--- src/rtl/bp_pkg.sv ---
// Shared encodings and the saturating-counter update used by the branch predictor.
package bp_pkg;

   localparam logic [1:0]  SNT    = 2'b00;
   localparam logic [1:0]  WNT    = 2'b01;
   localparam logic [1:0]  WT     = 2'b10;
   localparam logic [1:0]  ST     = 2'b11;
   localparam logic [31:0] PC_INC = 32'd4;

   function automatic logic [1:0] sat_update(input logic [1:0] cnt, input logic taken);
      if (taken) return (cnt == ST)  ? ST  : cnt + 2'd1;
      else       return (cnt == SNT) ? SNT : cnt - 2'd1;
   endfunction

endpackage

--- src/rtl/branch_predictor_if.sv ---
// Pipeline <-> predictor signal bundle. Optional statistics outputs exist only
// when BP_STATS_EN is defined.
interface branch_predictor_if;

   logic        is_branch_ID;
   logic [31:0] pc_ID;
   logic        stall_ID_EX;
   logic        flush_ID_EX;
   logic        br_valid_EX;
   logic        br_taken_EX;
   logic [31:0] br_target_EX;
   logic        B_jump;
   logic        Flush_B;
   logic [31:0] br_pc;
`ifdef BP_STATS_EN
   logic [31:0] br_cnt;
   logic [31:0] mis_cnt;
`endif

   modport master (
      output is_branch_ID, pc_ID, stall_ID_EX, flush_ID_EX,
      output br_valid_EX, br_taken_EX, br_target_EX,
`ifdef BP_STATS_EN
      input  br_cnt, mis_cnt,
`endif
      input  B_jump, Flush_B, br_pc
   );

   modport slave (
      input  is_branch_ID, pc_ID, stall_ID_EX, flush_ID_EX,
      input  br_valid_EX, br_taken_EX, br_target_EX,
`ifdef BP_STATS_EN
      output br_cnt, mis_cnt,
`endif
      output B_jump, Flush_B, br_pc
   );

endinterface

--- src/rtl/bht_table.sv ---
// Branch history table: 2-bit saturating counters, async read, sync trained write.
module bht_table
   import bp_pkg::*;
#(
   parameter int unsigned IDX_W    = 6,
   parameter logic [1:0]  CNT_INIT = WNT
) (
   input  logic             clk,
   input  logic             rst_n,
   input  logic [IDX_W-1:0] idx_r,
   output logic [1:0]       cnt_r,
   input  logic             we,
   input  logic [IDX_W-1:0] idx_w,
   input  logic             taken
);

   logic [1:0] bht_q [2**IDX_W];

   // Read returns the pre-update value when read and write hit the same entry.
   assign cnt_r = bht_q[idx_r];

   always_ff @(posedge clk or negedge rst_n) begin
      if (!rst_n) begin
         for (int i = 0; i < 2**IDX_W; i++) bht_q[i] <= CNT_INIT;
      end else if (we) begin
         bht_q[idx_w] <= sat_update(bht_q[idx_w], taken);
      end
   end

endmodule

--- src/rtl/branch_predictor.sv ---
// Bimodal branch predictor: ID lookup, ID->EX prediction tracking, EX resolve/train.
// Define BP_STATS_EN to add the br_cnt / mis_cnt statistics counters.
module branch_predictor
   import bp_pkg::*;
#(
   parameter int unsigned IDX_W    = 6,
   parameter logic [1:0]  CNT_INIT = WNT
) (
   input logic               clk,
   input logic               rst_n,
   branch_predictor_if.slave bus
);

   logic [IDX_W-1:0] lk_idx;
   logic [1:0]       lk_cnt;
   logic             trk_valid_q;
   logic             trk_pred_q;
   logic [31:0]      trk_pc_q;
   logic             train;
   logic             mis;

   assign lk_idx = bus.pc_ID[IDX_W+1:2];

   bht_table #(
      .IDX_W    (IDX_W),
      .CNT_INIT (CNT_INIT)
   ) u_bht (
      .clk   (clk),
      .rst_n (rst_n),
      .idx_r (lk_idx),
      .cnt_r (lk_cnt),
      .we    (train),
      .idx_w (trk_pc_q[IDX_W+1:2]),
      .taken (bus.br_taken_EX)
   );

   assign bus.B_jump = bus.is_branch_ID & lk_cnt[1];

   // Flush beats stall; a flushed slot keeps stale pred/pc but is marked invalid.
   always_ff @(posedge clk or negedge rst_n) begin
      if (!rst_n) begin
         trk_valid_q <= 1'b0;
         trk_pred_q  <= 1'b0;
         trk_pc_q    <= 32'd0;
      end else if (bus.flush_ID_EX) begin
         trk_valid_q <= 1'b0;
      end else if (!bus.stall_ID_EX) begin
         trk_valid_q <= bus.is_branch_ID;
         trk_pred_q  <= bus.B_jump;
         trk_pc_q    <= bus.pc_ID;
      end
   end

   always_comb begin
      train       = bus.br_valid_EX & trk_valid_q;
      mis         = train & (bus.br_taken_EX != trk_pred_q);
      bus.Flush_B = mis;
      bus.br_pc   = 32'd0;
      if (mis) bus.br_pc = bus.br_taken_EX ? bus.br_target_EX : trk_pc_q + PC_INC;
   end

`ifdef BP_STATS_EN
   logic [31:0] br_cnt_q;
   logic [31:0] mis_cnt_q;

   always_ff @(posedge clk or negedge rst_n) begin
      if (!rst_n) begin
         br_cnt_q  <= 32'd0;
         mis_cnt_q <= 32'd0;
      end else if (!(bus.stall_ID_EX && !bus.br_valid_EX)) begin
         if (train) br_cnt_q  <= br_cnt_q + 32'd1;
         if (mis)   mis_cnt_q <= mis_cnt_q + 32'd1;
      end
   end

   assign bus.br_cnt  = br_cnt_q;
   assign bus.mis_cnt = mis_cnt_q;
`endif

endmodule

--- src/flat_wrapper.sv ---
// flat-port wrapper written by rule: the top's interface ports become plain ports
module branch_predictor_flat import bp_pkg::*;
#(
   parameter int unsigned IDX_W    = 6,
   parameter logic [1:0]  CNT_INIT = WNT
)
  (clk, rst_n, bus_is_branch_ID, bus_pc_ID, bus_stall_ID_EX, bus_flush_ID_EX, bus_br_valid_EX, bus_br_taken_EX, bus_br_target_EX, bus_B_jump, bus_Flush_B, bus_br_pc);
  branch_predictor_if bus_i ();
  input logic clk;
  input logic rst_n;
  input wire logic [$bits(bus_i.is_branch_ID)-1:0] bus_is_branch_ID;
  input wire logic [$bits(bus_i.pc_ID)-1:0] bus_pc_ID;
  input wire logic [$bits(bus_i.stall_ID_EX)-1:0] bus_stall_ID_EX;
  input wire logic [$bits(bus_i.flush_ID_EX)-1:0] bus_flush_ID_EX;
  input wire logic [$bits(bus_i.br_valid_EX)-1:0] bus_br_valid_EX;
  input wire logic [$bits(bus_i.br_taken_EX)-1:0] bus_br_taken_EX;
  input wire logic [$bits(bus_i.br_target_EX)-1:0] bus_br_target_EX;
  output wire logic [$bits(bus_i.B_jump)-1:0] bus_B_jump;
  output wire logic [$bits(bus_i.Flush_B)-1:0] bus_Flush_B;
  output wire logic [$bits(bus_i.br_pc)-1:0] bus_br_pc;
  assign bus_i.is_branch_ID = bus_is_branch_ID;
  assign bus_i.pc_ID = bus_pc_ID;
  assign bus_i.stall_ID_EX = bus_stall_ID_EX;
  assign bus_i.flush_ID_EX = bus_flush_ID_EX;
  assign bus_i.br_valid_EX = bus_br_valid_EX;
  assign bus_i.br_taken_EX = bus_br_taken_EX;
  assign bus_i.br_target_EX = bus_br_target_EX;
  assign bus_B_jump = bus_i.B_jump;
  assign bus_Flush_B = bus_i.Flush_B;
  assign bus_br_pc = bus_i.br_pc;
  branch_predictor #(.IDX_W(IDX_W), .CNT_INIT(CNT_INIT)) u_core (.clk(clk), .rst_n(rst_n), .bus(bus_i));
endmodule
--- config.mk ---
export PLATFORM = sky130hd
export DESIGN_NAME = branch_predictor_flat
export DESIGN_NICKNAME = d
export VERILOG_FILES = /design/src/rtl/bp_pkg.sv /design/src/rtl/branch_predictor_if.sv /design/src/rtl/bht_table.sv /design/src/rtl/branch_predictor.sv /design/src/flat_wrapper.sv
export SDC_FILE = /design/constraint.sdc
export NUM_CORES = 1
export LEC_CHECK = 0
export CORE_ASPECT_RATIO = 1.5
export CORE_MARGIN = 5
export CORE_UTILIZATION = 40
export CTS_CLUSTER_SIZE = 16
export DETAILED_ROUTE_END_ITERATION = 12
export PLACE_DENSITY = 0.63
export REMOVE_ABC_BUFFERS = 1
export SLEW_MARGIN = 20
export SYNTH_ARGS = -nofsm -noshare
export SYNTH_HDL_FRONTEND = slang
export SYNTH_SLANG_ARGS = --single-unit
export TNS_END_PERCENT = 100
--- constraint.sdc ---
create_clock -name clk -period 4.8 [get_ports clk]
set_clock_uncertainty 0.1 [all_clocks]
set_input_delay 1.44 -clock clk [delete_from_list [all_inputs] [get_ports clk]]
set_output_delay 1.44 -clock clk [all_outputs]
set_load 0.05 [all_outputs]
; ---- Word-level counts from Yosys, hierarchy flattened
; Index checks and enable logic that the tools add are counted.
[classes]
add_sub_neg = 3
order_cmp = 3
n_eq_ne = 3
mux = 17
bitwise = 7
reduce_logical = 3
[ops]
columns = operator, count
row1 = 128-bit bitwise mux, 1
row2 = 32-bit 2-to-1 mux, 2
row3 = "32-bit by 3-bit adder with 32-bit output, second input constant", 1
row4 = 2-bit binary-select mux with 6-bit select, 2
row5 = 2-bit 2-to-1 mux, 9
row6 = "7-bit >= comparator, second input constant", 2
row7 = 6-bit inverter with 7-bit output, 2
row8 = 2-bit demux with 6-bit select, 1
row9 = "7-bit by 1-bit < comparator with 1-bit output, second input constant", 1
row10 = 1-bit bitwise AND, 3
row11 = "2-bit by 1-bit adder with 2-bit output, second input constant", 1
row12 = "2-bit == test, second input constant", 1
row13 = 2-bit zero test, 1
row14 = 1-bit 2-to-1 mux, 2
row15 = "2-bit by 1-bit != test with 1-bit output, second input constant", 1
row16 = 1-bit inverter, 2
row17 = 2-bit AND reduction, 1
row18 = "2-bit by 1-bit subtractor with 2-bit output, second input constant", 1
row19 = 1-bit logical AND, 1
row20 = 1-bit != test, 1
[word_totals]
reg_bits = 162
inputBits = 71
out_inout_bits = 34

; ---- Depth between registers and ports, before layout
; Gate-level depths: netlist of the first run.
[depth]
depth_word = 9
mapped_depth = 14
mapped_depth_nobuf = 7

; ---- Hierarchy
; From an unflattened synthesis of the first run, not the netlist that was laid out.
[hier_totals]
cells_unflattened = 901
area_unflattened_um2 = 9679.3
[by_module_without_submodules]
columns = module, instances, cells_each, area_per_inst_um2, seq_area_each_um2
row1 = bht_table, 1, 627, 7273.2, 3283.1
row2 = branch_predictor, 1, 274, 2406.1, 850.8

; ---- Least setup slack after synthesis of the first run
; Ideal clock, no wire load.
[synth_timing]
kind = input -> output
from = in bus_pc_ID[3]
to = out bus_B_jump
arrival_ns = 3.823
required_ns = 3.260
setup_slack_ns = -0.563
stages = 6
n_path_buf = 2
cell_sequence = clkbuf_1 > clkbuf_1 > mux4_2 > mux2i_1 > and3_1 > o32ai_1
[synth_via]
elab_chain_len = 5
[synth_rtl]
columns = item, line
row1 = "start, declared", flat_wrapper.sv:12  ; input wire logic [$bits(bus_i.pc_ID)-1:0] bus_pc_ID;
row2 = 6-bit inverter with 7-bit output (not written as such), bht_table.sv:20  ; assign cnt_r = bht_q[idx_r];
row3 = 2-bit binary-select mux with 6-bit select, bht_table.sv:20
row4 = 2-bit 2-to-1 mux (not written as such) (2 in series), bht_table.sv:20
row5 = 1-bit bitwise AND, branch_predictor.sv:37  ; assign bus.B_jump = bus.is_branch_ID & lk_cnt[1];
row6 = "end, declared", flat_wrapper.sv:18  ; output wire logic [$bits(bus_i.B_jump)-1:0] bus_B_jump;
; No other way between the ends. The select of a mux whose other input is x is not followed.

; ---- Worst setup path after layout of the first run
[layout_timing]
from = in bus_pc_ID[2]
to = out bus_B_jump
; Same word-level chain as after synthesis.

==> results of run 1 <==
power by group:
part / leakage (nW) / switching [mW] / internal, mW
registers: 1.94 / 0.169 / 1.56
clock network: 0.297 / 0.603 / 0.827
logic: 2.80 / 0.662 / 0.415
total: 5.04 / 1.43 / 2.80
cells in the mapped netlist, drive strengths merged, types with 4 or more instances:
cell	instances	area share
a221oi	7	0.0054
nand3b	12	0.0079
nor2b	9	0.0049
a211oi	12	0.0083
nor3b	9	0.0068
o21ai	21	0.0092
dfstp	64	0.15
and2	7	0.0038
mux2	36	0.036
inv	45	0.015
mux2i	15	0.013
a2111oi	66	0.057
a21oi	31	0.014
nand3	125	0.055
xor2	13	0.010
nor2	184	0.061
buf	58	0.029
o211ai	4	0.0026
and3	16	0.0088
a22oi	17	0.011
clkbuf	79	0.026
nand2	179	0.059
nand4	7	0.0038
nor3	40	0.018
and3b	4	0.0031
o22ai	47	0.026
a2bb2oi	10	0.0077
dfrtp	98	0.21
mux4	26	0.051
xnor2	14	0.011
o221ai	64	0.049
final timing paths:
| kind | startpoint | endpoint | depth (start not counted) |
|---|---|---|---|
| worst min register to register | u_core.u_bht.bht_q[80]$_DFFE_PN1P_ | u_core.u_bht.bht_q[80]$_DFFE_PN1P_ | 2 |
| min in group asynchronous | rst_n | u_core.u_bht.bht_q[45]$_DFFE_PN0P_ | 1 |
| max in group asynchronous | rst_n | u_core.u_bht.bht_q[74]$_DFFE_PN1P_ | 2 |
| worst max register to register | u_core.trk_pc_q[3]$_DFFE_PN0P_ | u_core.u_bht.bht_q[89]$_DFFE_PN0P_ | 9 |
| worst min-delay path | u_core.u_bht.bht_q[80]$_DFFE_PN1P_ | u_core.u_bht.bht_q[80]$_DFFE_PN1P_ | 2 |
| worst max-delay path | bus_pc_ID[2] | bus_B_jump | 7 |
worst min-delay path, delay by kind of cell, from the launching register on:
kind          cells  cell delay, ns
simple gates      2            0.09
flops             1            0.37
per-stage QoR:
step / TNS [ns] / cells / hold WS [ns] / area, µm² / utilization
finish: 0 / 1748 / 0.369 / 13800 / 0.491
global placement: -0.435 / 1710 / 0.358 / 13000 / 0.465
CTS: 0 / 1748 / 0.372 / 13800 / 0.490
detailed placement: -0.454 / 1710 / 0.363 / 13000 / 0.465
floorplan: -360.03 / 1219 / 0.351 / 10800 / -
global route: 0 / 1748 / 0.382 / 13800 / 0.491
what timing repair did:
item	4_1_cts	5_1_grt
cloned	2	0
gates resized for setup	14	4
pin swaps	1	0
buffers inserted	4	0
endpoints found under the setup margin	1	1
final cells by class:
class / instances / share of cell area
Tap cell: 346 / 0.0314
Clock buffer: 22 / 0.0351
Inverter: 45 / 0.0123
Multi-Input combinational cell: 1012 / 0.475
Sequential cell: 162 / 0.300
Timing Repair Buffer: 151 / 0.137
Clock inverter: 10 / 0.00908
metal layers:
metal | global-route usage | up-vias
met3 | 0.0433 | 138
met5 | 0 | -
met2 | 0.390 | 508
met4 | 0.131 | 0
li1 | - | 5084
met1 | 0.298 | 5493
state kept, by name, summed over array words and instances (netlist names):
register / cells
u_core.u_bht.bht_q: 128
u_core.trk_pc_q: 32
u_core.trk_valid_q: 1
u_core.trk_pred_q: 1
kinds of logic (layout without fill, tap and decap cells):
group,count (synthesis),in the layout,share of synthesized area
compound gates,299,299,0.204
mux,77,77,0.101
buf+inv,182,228,0.0698
flops,162,162,0.362
fa+ha+maj,1,1,0.00110
simple gates,608,608,0.241
xor+xnor,27,27,0.0207
==> metrics.cfg, run 1 <==
[die]
die_area_um2=32100
core_area_um2=28100
rows=75
initial_core_util=0.407
die_x_um=148
pin_count=105
die_h_um=217

[worst_setup_path]
cp-start-kind=input pin
crit_family=multiplexers
path_cells=buf_6 > buf_12 > mux4_2 > mux4_2 > mux2i_4 > o32ai_4 > buf_6
critPathMaxStageDelay_ns=0.51
r2r_setup_slack_ns=0.85
worstSetupPathType=input pin to primary output
slowest_stage=mux4_2
crit_arrival_ns=3.24
cp-end-kind=primary output
crit_buf_inv=3
critPathMaxFanout=7
cp.required_ns=3.26

[placed_design]
dpl.hpwl_um=25600
dp_worst_setup_slack_ns=-0.454
gp_congestion=0.941
io_buffers=104

[detailed_routing]
drt_wl_total_um=38800
wl_met1_um=15600
remaining_drc_errors=0
top_layer=met4
drt_pass1_iterations=6
postRouteAntennaNets=0
wl_met2_um=18300
num_vias=11200
wl_met3_um=2640
drt_iter0_markers=1079
wl_per_cell_um=22.2
vias_per_cell=6.42

[grt]
grt_first_pass_wirelength_um=61400
grt_antenna_before_repair=0
grt_usage=0.239
grt_max_degree=129
grt_pass1_vias=10800
gr-total-overflow=0

[layout]
final_cell_mix=182 x nor2_1, 179 x nand2_1, 124 x nand3_1
seq_area_um2=4140
n_antenna_cell=0
num-fill-cells=2655
final_nets=1461
drive_gt1_frac=0.192
multi_input_comb_area_um2=6550
areaGrowthSynthToFinish_pct=20.8
final_common_cell=nor2_1

[worst_hold_path]
hp-class=flop to flop

[power_and_ir_drop]
power.leakage_nw=5.04
p_total_mw=4.23
powerDensity_nw_per_um2=307
vdd.ir_drop.worst_mv=0.286

[timing]
drv_slew=0
rsz0062_at_grt=no
worstMarginPinSlew_ns=1.08
finalSetupViolCount=0
fin_crit_sh=0.995
slew_headroom=0.277
fin_ws_ns=0.0244
fmax_mhz=209
fin_crit_ns=4.78
hold_viol_final=0

[clock_tree]
clock_sinks=162
worstSkewPairLatency_ns=0.45
clkTransAtPathRegs_ns=0.06
cts_root_buf=clkbuf_16
cts_buffers=17
cts_tree=done
ctsHoldBuffers=0
cts_max_level=4
clockBufferDepth=2

[yosys]
synth_area_um2=11400
seq_area_frac_synth=0.362
postSynthAreaPerCell_um2=8.42
synth-edff-count=0
synth-main-ff-cell=dfrtp_1
ys_async_sr_fraction=1.00
synthCells=1356
yosysWarningCount=0
ys_seq_elements=162
ys_types=63

[run_status]
outcome=finished, final reports clean

[job]
maxCapViolations=0

No activity file was read; power rests on OpenSTA's default activity.
==> inputs of run 2 (changes only) <==
ABC_CLOCK_PERIOD_IN_PS = 4800   (was unset)
==> results of run 2 <==
Final layout, timing and power as in run 1 (identical DEF).
==> inputs of run 3 (changes only) <==
RECOVER_POWER = 100   (was unset)
==> run 3 against run 2 <==
Net effect: the flow now finishes with violations (capacitance limit, slew limit); final cell count is the same; sequential cell count unchanged; via count about the same; cell area shrank 3.8%; total power down 0.55%; sequential share of layout area is 1.2 points higher; critical path depth stayed put; register-to-register slack worse by 0.49 ns; setup slack worse by 0.0052 ns; sequential power is essentially flat; critical path type unchanged; largest cell class unchanged; highest routed layer unchanged.
==> metrics.cfg, run 3 (synthesis gave the netlist of run 1 again) <==
[grt]
grt_max_degree=129
grt_first_pass_wirelength_um=61400
gr-total-overflow=0
grt_pass1_vias=10800
grt_usage=0.239
grt_antenna_before_repair=0

[timing]
fmax_mhz=209
finalSetupViolCount=0
fin_ws_ns=0.0192
fin_tns_setup_ns=0
hold_viol_final=0
fin_crit_sh=0.996
hold_slack_ns=0.370
worstMarginPinSlew_ns=2.35
fin_crit_ns=4.78
slew_headroom=-0.564
rsz0062_at_grt=no
drv_slew=123

[worst_setup_path]
cp.required_ns=3.26
r2r_start=u_core.trk_pc_q[3]$_DFFE_PN0P_
worstSetupPathType=input pin to primary output
critPathMaxFanout=7
cp-end-kind=primary output
reg2regPathDepth=9
crit_arrival_ns=3.24
slowest_stage=mux4_2
r2r_end=u_core.u_bht.bht_q[106]$_DFFE_PN1P_
critPathMaxStageDelay_ns=0.51
r2r_setup_slack_ns=0.36
path_cells=buf_6 > buf_12 > mux4_2 > mux4_2 > mux2i_4 > o32ai_4 > buf_6
cp-start-kind=input pin

[worst_hold_path]
min_path_cells=2
holdPathEnd=u_core.u_bht.bht_q[80]$_DFFE_PN1P_
worstHoldStart=u_core.u_bht.bht_q[80]$_DFFE_PN1P_
hp-class=flop to flop

[die]
pin_count=105
rows=75
die_area_um2=32100
core_area_um2=28100
initial_core_util=0.407
die_h_um=217
die_x_um=148

[layout]
drive_gt1_frac=0.165
reg.largest.list=u_core.u_bht.bht_q x128, u_core.trk_pc_q x32
areaGrowthSynthToFinish_pct=16.2
final_common_cell=nor2_1
n_antenna_cell=0
largest_reg_flops=128
final_nets=1461
final_cell_mix=182 x nor2_1, 179 x nand2_1, 125 x nand3_1
top_register=u_core.u_bht.bht_q
final-instance-count-excl-fill=1748

[detailed_routing]
remaining_drc_errors=0
postRouteAntennaNets=0
num_vias=11200
drt_pass1_iterations=6
drt_iter0_markers=1160
vias_per_cell=6.42
wl_per_cell_um=22.3
drt_wl_total_um=39000

[run_status]
violations=capacitance limit, slew limit
outcome=finished, violations left

[placed_design]
gp_congestion=0.941
io_buffers=104
dp.cells=1710
dpl.hpwl_um=25600
dp_worst_setup_slack_ns=-0.454

[clock_tree]
cts_max_level=4
clock_sinks=162
clockBufferDepth=2
ctsHoldBuffers=0
clkTransAtPathRegs_ns=0.06
worstSkewPairLatency_ns=0.45
cts_buffers=17
cts_root_buf=clkbuf_16
cts_tree=done

[power_and_ir_drop]
powerDensity_nw_per_um2=317
vdd.ir_drop.worst_mv=0.285
power.leakage_nw=4.83

[job]
maxCapViolations=2

## run 3: cell types whose count changed in the layout (fill, tap and decap cells not counted), moves of 2 or more
cell / before / now
buf_12: 42 / 15
clkbuf_1: 1 / 28
a2111oi_0: 57 / 64
a2111oi_2: 8 / 2
buf_4: 36 / 33
clkbuf_2: 0 / 3
mux2_1: 1 / 3
mux2_2: 33 / 31
## run 3: metal layers
metal  global-route usage  vias up  wire length, µm
met2                0.390      558            18400
li1                     -     5091                -
met3               0.0433      134             2780
met5                    0        -                0
met1                0.298     5442            15600
met4                0.131        0             2220
## run 3: power breakdown
group	switching, mW	leakage, nW	internal (mW)
Sequential	0.167	1.94	1.56
Combinational	0.655	2.59	0.399
Clock	0.605	0.297	0.827
## run 3: worst max-delay path by stage
stage | slack (ns) | end | depth (start not counted) | startpoint
2_1_floorplan | -2.89 | u_core.u_bht.bht_q[0]$_DFFE_PN1P_ | 7 | u_core.trk_pc_q[3]$_DFFE_PN0P_
3_3_place_gp | -0.43 | bus_B_jump | 7 | bus_pc_ID[2]
3_5_place_dp | -0.45 | bus_B_jump | 7 | bus_pc_ID[2]
4_1_cts | 0.03 | bus_B_jump | 7 | bus_pc_ID[2]
5_1_grt | 0.006 | bus_B_jump | 8 | bus_pc_ID[2]
6_report | 0.02 | bus_B_jump | 7 | bus_pc_ID[2]
## run 3: layout make-up
type,count,area (µm²)
flip-flops and latches,162,4140
clock inverters,10,125
fillers,2738,14800
multi-input cells,1012,6490
clock buffers,22,484
inverters,45,169
repair buffers,151,1430
well taps,346,433
## run 3: timing repair
item | 4_1_cts | 5_1_grt
buffers inserted | 4 | 0
setup endpoints to repair | 1 | 1
pin swaps | 1 | 0
resized for setup | 14 | 4
gates cloned | 2 | 0
## run 3: worst max-delay path: cells and delay by family
kind,cells,cell delay [ns]
muxes,3,1.22
AOI/OAI and AO/OA,1,0.14
buffers and inverters,3,0.43
## run 3: metrics by stage
step / area, µm² / util / total power, mW
2_1_floorplan: 10800 / - / 2.30
3_3_place_gp: 13000 / 0.465 / 2.77
3_5_place_dp: 13000 / 0.465 / 2.79
4_1_cts: 13800 / 0.490 / 4.24
5_1_grt: 13300 / 0.473 / 4.37
6_report: 13300 / 0.473 / 4.21
==> edit, RTL diff (settings of run 1) <==
`IDX_W` is set to 6 in 3 places; all go to 4.
--- a/src/rtl/bht_table.sv
+++ b/src/rtl/bht_table.sv
@@ -2,7 +2,7 @@
 module bht_table
    import bp_pkg::*;
 #(
-   parameter int unsigned IDX_W    = 6,
+   parameter int unsigned IDX_W    = 4,
    parameter logic [1:0]  CNT_INIT = WNT
 ) (
    input  logic             clk,
--- a/src/rtl/branch_predictor.sv
+++ b/src/rtl/branch_predictor.sv
@@ -3,7 +3,7 @@
 module branch_predictor
    import bp_pkg::*;
 #(
-   parameter int unsigned IDX_W    = 6,
+   parameter int unsigned IDX_W    = 4,
    parameter logic [1:0]  CNT_INIT = WNT
 ) (
    input logic               clk,
--- a/src/flat_wrapper.sv
+++ b/src/flat_wrapper.sv
@@ -1,7 +1,7 @@
 // flat-port wrapper written by rule: the top's interface ports become plain ports
 module branch_predictor_flat import bp_pkg::*;
 #(
-   parameter int unsigned IDX_W    = 6,
+   parameter int unsigned IDX_W    = 4,
    parameter logic [1:0]  CNT_INIT = WNT
 )
   (clk, rst_n, bus_is_branch_ID, bus_pc_ID, bus_stall_ID_EX, bus_flush_ID_EX, bus_br_valid_EX, bus_br_taken_EX, bus_br_target_EX, bus_B_jump, bus_Flush_B, bus_br_pc);
Formal check against the unedited RTL: not equivalent (a bounded check fails within 4 cycles, from zero or initial values and one cycle with rst_n low).
==> edit against run 1 <==
Synthesized area down 65%. Global-route usage down 5.1 points. Sequential cell count down 96. Setup slack better by 0.027 ns. Via count down 71%. Wire length down 72%. Register-to-register slack better by 1.5 ns. Total power down 59%. Count of clock-buffer cells in the layout down 9. First-iteration DRC count down 90%. Sequential share of layout area down 1.3 points. Utilization up 11 points. Design area down 58%. Largest cell class unchanged.
==> edit: results (changes against run 1) <==
* Status: finished clean (unchanged)
* # nets final at 558 (was 1461)
* Routed wl met3 at 630 um (was 2.64 mm)
* Final WL at 11.1 mm (was 38.8 mm)
* GPL Wtd Cong at 0.853 (was 0.941)
* Later-pin clock latency in the skew report at 0.33 ns (was 0.45 ns)
* Post-synth top cells: mux2_2 (59), dfrtp_1 (50), nor2_1 (33), nand2_1 (27), o21ai_0 (24) (was nor2_1 (184), nand2_1 (179), nand3_1 (124), dfrtp_1 (98), clkbuf_1 (79))
* Synth Flop Type: dfrtp_1 (unchanged)
* Crit-path max cell delay at 0.58 ns (was 0.51 ns)
* Post-DP Area at 5540 um2 (was 13000 um2)
* Filler Cell Count at 818 (was 2655)
* M1 wire length at 4.51 mm (was 15.6 mm)
* CP arrival at 3.21 ns (was 3.24 ns)
* Post-DP HPWL at 8.61 mm (was 25.6 mm)
* Setup bufs post-CTS at 0 (was 4)
* Initial DRC count at 112 (was 1079)
* Syn_area_per_cell at 10.7 um2 (was 8.42 um2)
* Clock Path Buffers at 2 (unchanged)
* Initial DRT Pass Iterations at 4 (was 6)
* Post-Place Setup Slack at -0.231 ns (was -0.454 ns)
* Clock root cell: clkbuf_16 (unchanged)
* Placed cells at 587 (was 1710)
* Metal2 WL at 5.70 mm (was 18.3 mm)
* Worst slew pin tran at 1.01 ns (was 1.08 ns)
* Number of flops mapped to enable cells by yosys at 0 (unchanged)
* Synth warn at 0 (unchanged)
* Largest net degree at the start of global routing at 40 (was 129)
* First-pass GRT wire length at 17.9 mm (was 61.4 mm)
* Antenna Nets Post-Route at 0 (unchanged)
* Crit Path Max Fanout at 5 (was 7)
* Share of cells above drive strength 1 at 0.316 (was 0.192)
* Biggest regs: u_core.trk_pc_q (32), u_core.u_bht.bht_q (32) (was u_core.u_bht.bht_q (128), u_core.trk_pc_q (32))
* Synth cell types at 35 (was 63)
* H-tree Lvls at 3 (was 4)
* Vias in the first global route at 3390 (was 10800)
* IO buf count at 104 (unchanged)
* Vias per cell at 5.37 (was 6.42)
* Async set or reset register ratio after synthesis at 1.00 (unchanged)
* CTS buffer count at 9 (was 17)
* LEAKAGE at 2.37 nW (was 5.04 nW)
* Crit path max-delay family: multiplexers (unchanged)
* Wirelength per Cell at 18.3 um (was 22.2 um)
* Tot GR Track Use at 0.188 (was 0.239)
* Slowest CP cell: clkdlybuf4s50_1 (was mux4_2)
* Sequential area share after synthesis at 0.417 (was 0.362)
* Reg clk slew, reported paths at 0.06 ns (about the same)
* Post-CTS sizing at 1 (was 14)
* Max layer used: met4 (unchanged)
* Worst hold path type: register to register (unchanged)
* VDD IR max at 0.275 mV (was 0.286 mV)
* Top cells by area, synth: dfrtp_1 (31%), mux2_2 (17%), dfstp_2 (10%) (was dfrtp_1 (21%), dfstp_2 (15%), nor2_1 (6.1%))
* Area share of the largest cell type after synthesis at 0.312 (was 0.215)
* Ant diodes at 0 (unchanged)
## edit: cell type report
class,instances,area [um2],share of cell area
repair buffers,119,1490,0.255
well taps,115,144,0.0247
flip-flops and latches,66,1670,0.287
multi-input cells,279,2200,0.378
inverters,8,30.0,0.00515
clock inverters,3,40.0,0.00687
clock buffers,13,250,0.0429
## edit: worst paths after layout
check	cells after the start	endpoint	slack (ns)	startpoint
min in group asynchronous	1	u_core.trk_pc_q[10]$_DFFE_PN0P_	0.84	rst_n
hold / removal	1	u_core.trk_pc_q[1]$_DFFE_PN0P_	0.41	u_core.trk_pc_q[1]$_DFFE_PN0P_
hold reg to reg	1	u_core.trk_pc_q[1]$_DFFE_PN0P_	0.41	u_core.trk_pc_q[1]$_DFFE_PN0P_
max in group asynchronous	2	u_core.u_bht.bht_q[20]$_DFFE_PN1P_	3.07	rst_n
setup reg to reg	6	u_core.u_bht.bht_q[17]$_DFFE_PN0P_	2.34	u_core.trk_pc_q[2]$_DFFE_PN0P_
setup / recovery	5	bus_B_jump	0.05	bus_pc_ID[4]
## edit: cells by family (layout without fill, tap and decap cells)
group	count (synthesis)	count (layout)	share of synthesized area
buffers and inverters	31	143	0.0362
flip-flops	66	66	0.417
multiplexers	81	81	0.263
AND/OR/NAND/NOR	114	114	0.138
XOR/XNOR	29	29	0.0633
AO/OA/AOI/OAI	49	49	0.0649
adder cells (fa/ha/maj)	6	6	0.0181
## edit: where the power goes
group          total [mW]  switching, mW  internal, mW
clock               0.643          0.228         0.414
sequential          0.710         0.0651         0.645
combinational       0.363          0.164         0.199
## edit: per-layer routing
| layer | global-route usage | up-vias |
|---|---|---|
| met3 | 0.0449 | 16 |
| met5 | 0 | - |
| li1 | - | 1556 |
| met2 | 0.329 | 106 |
| met4 | 0.0719 | 0 |
| met1 | 0.221 | 1559 |
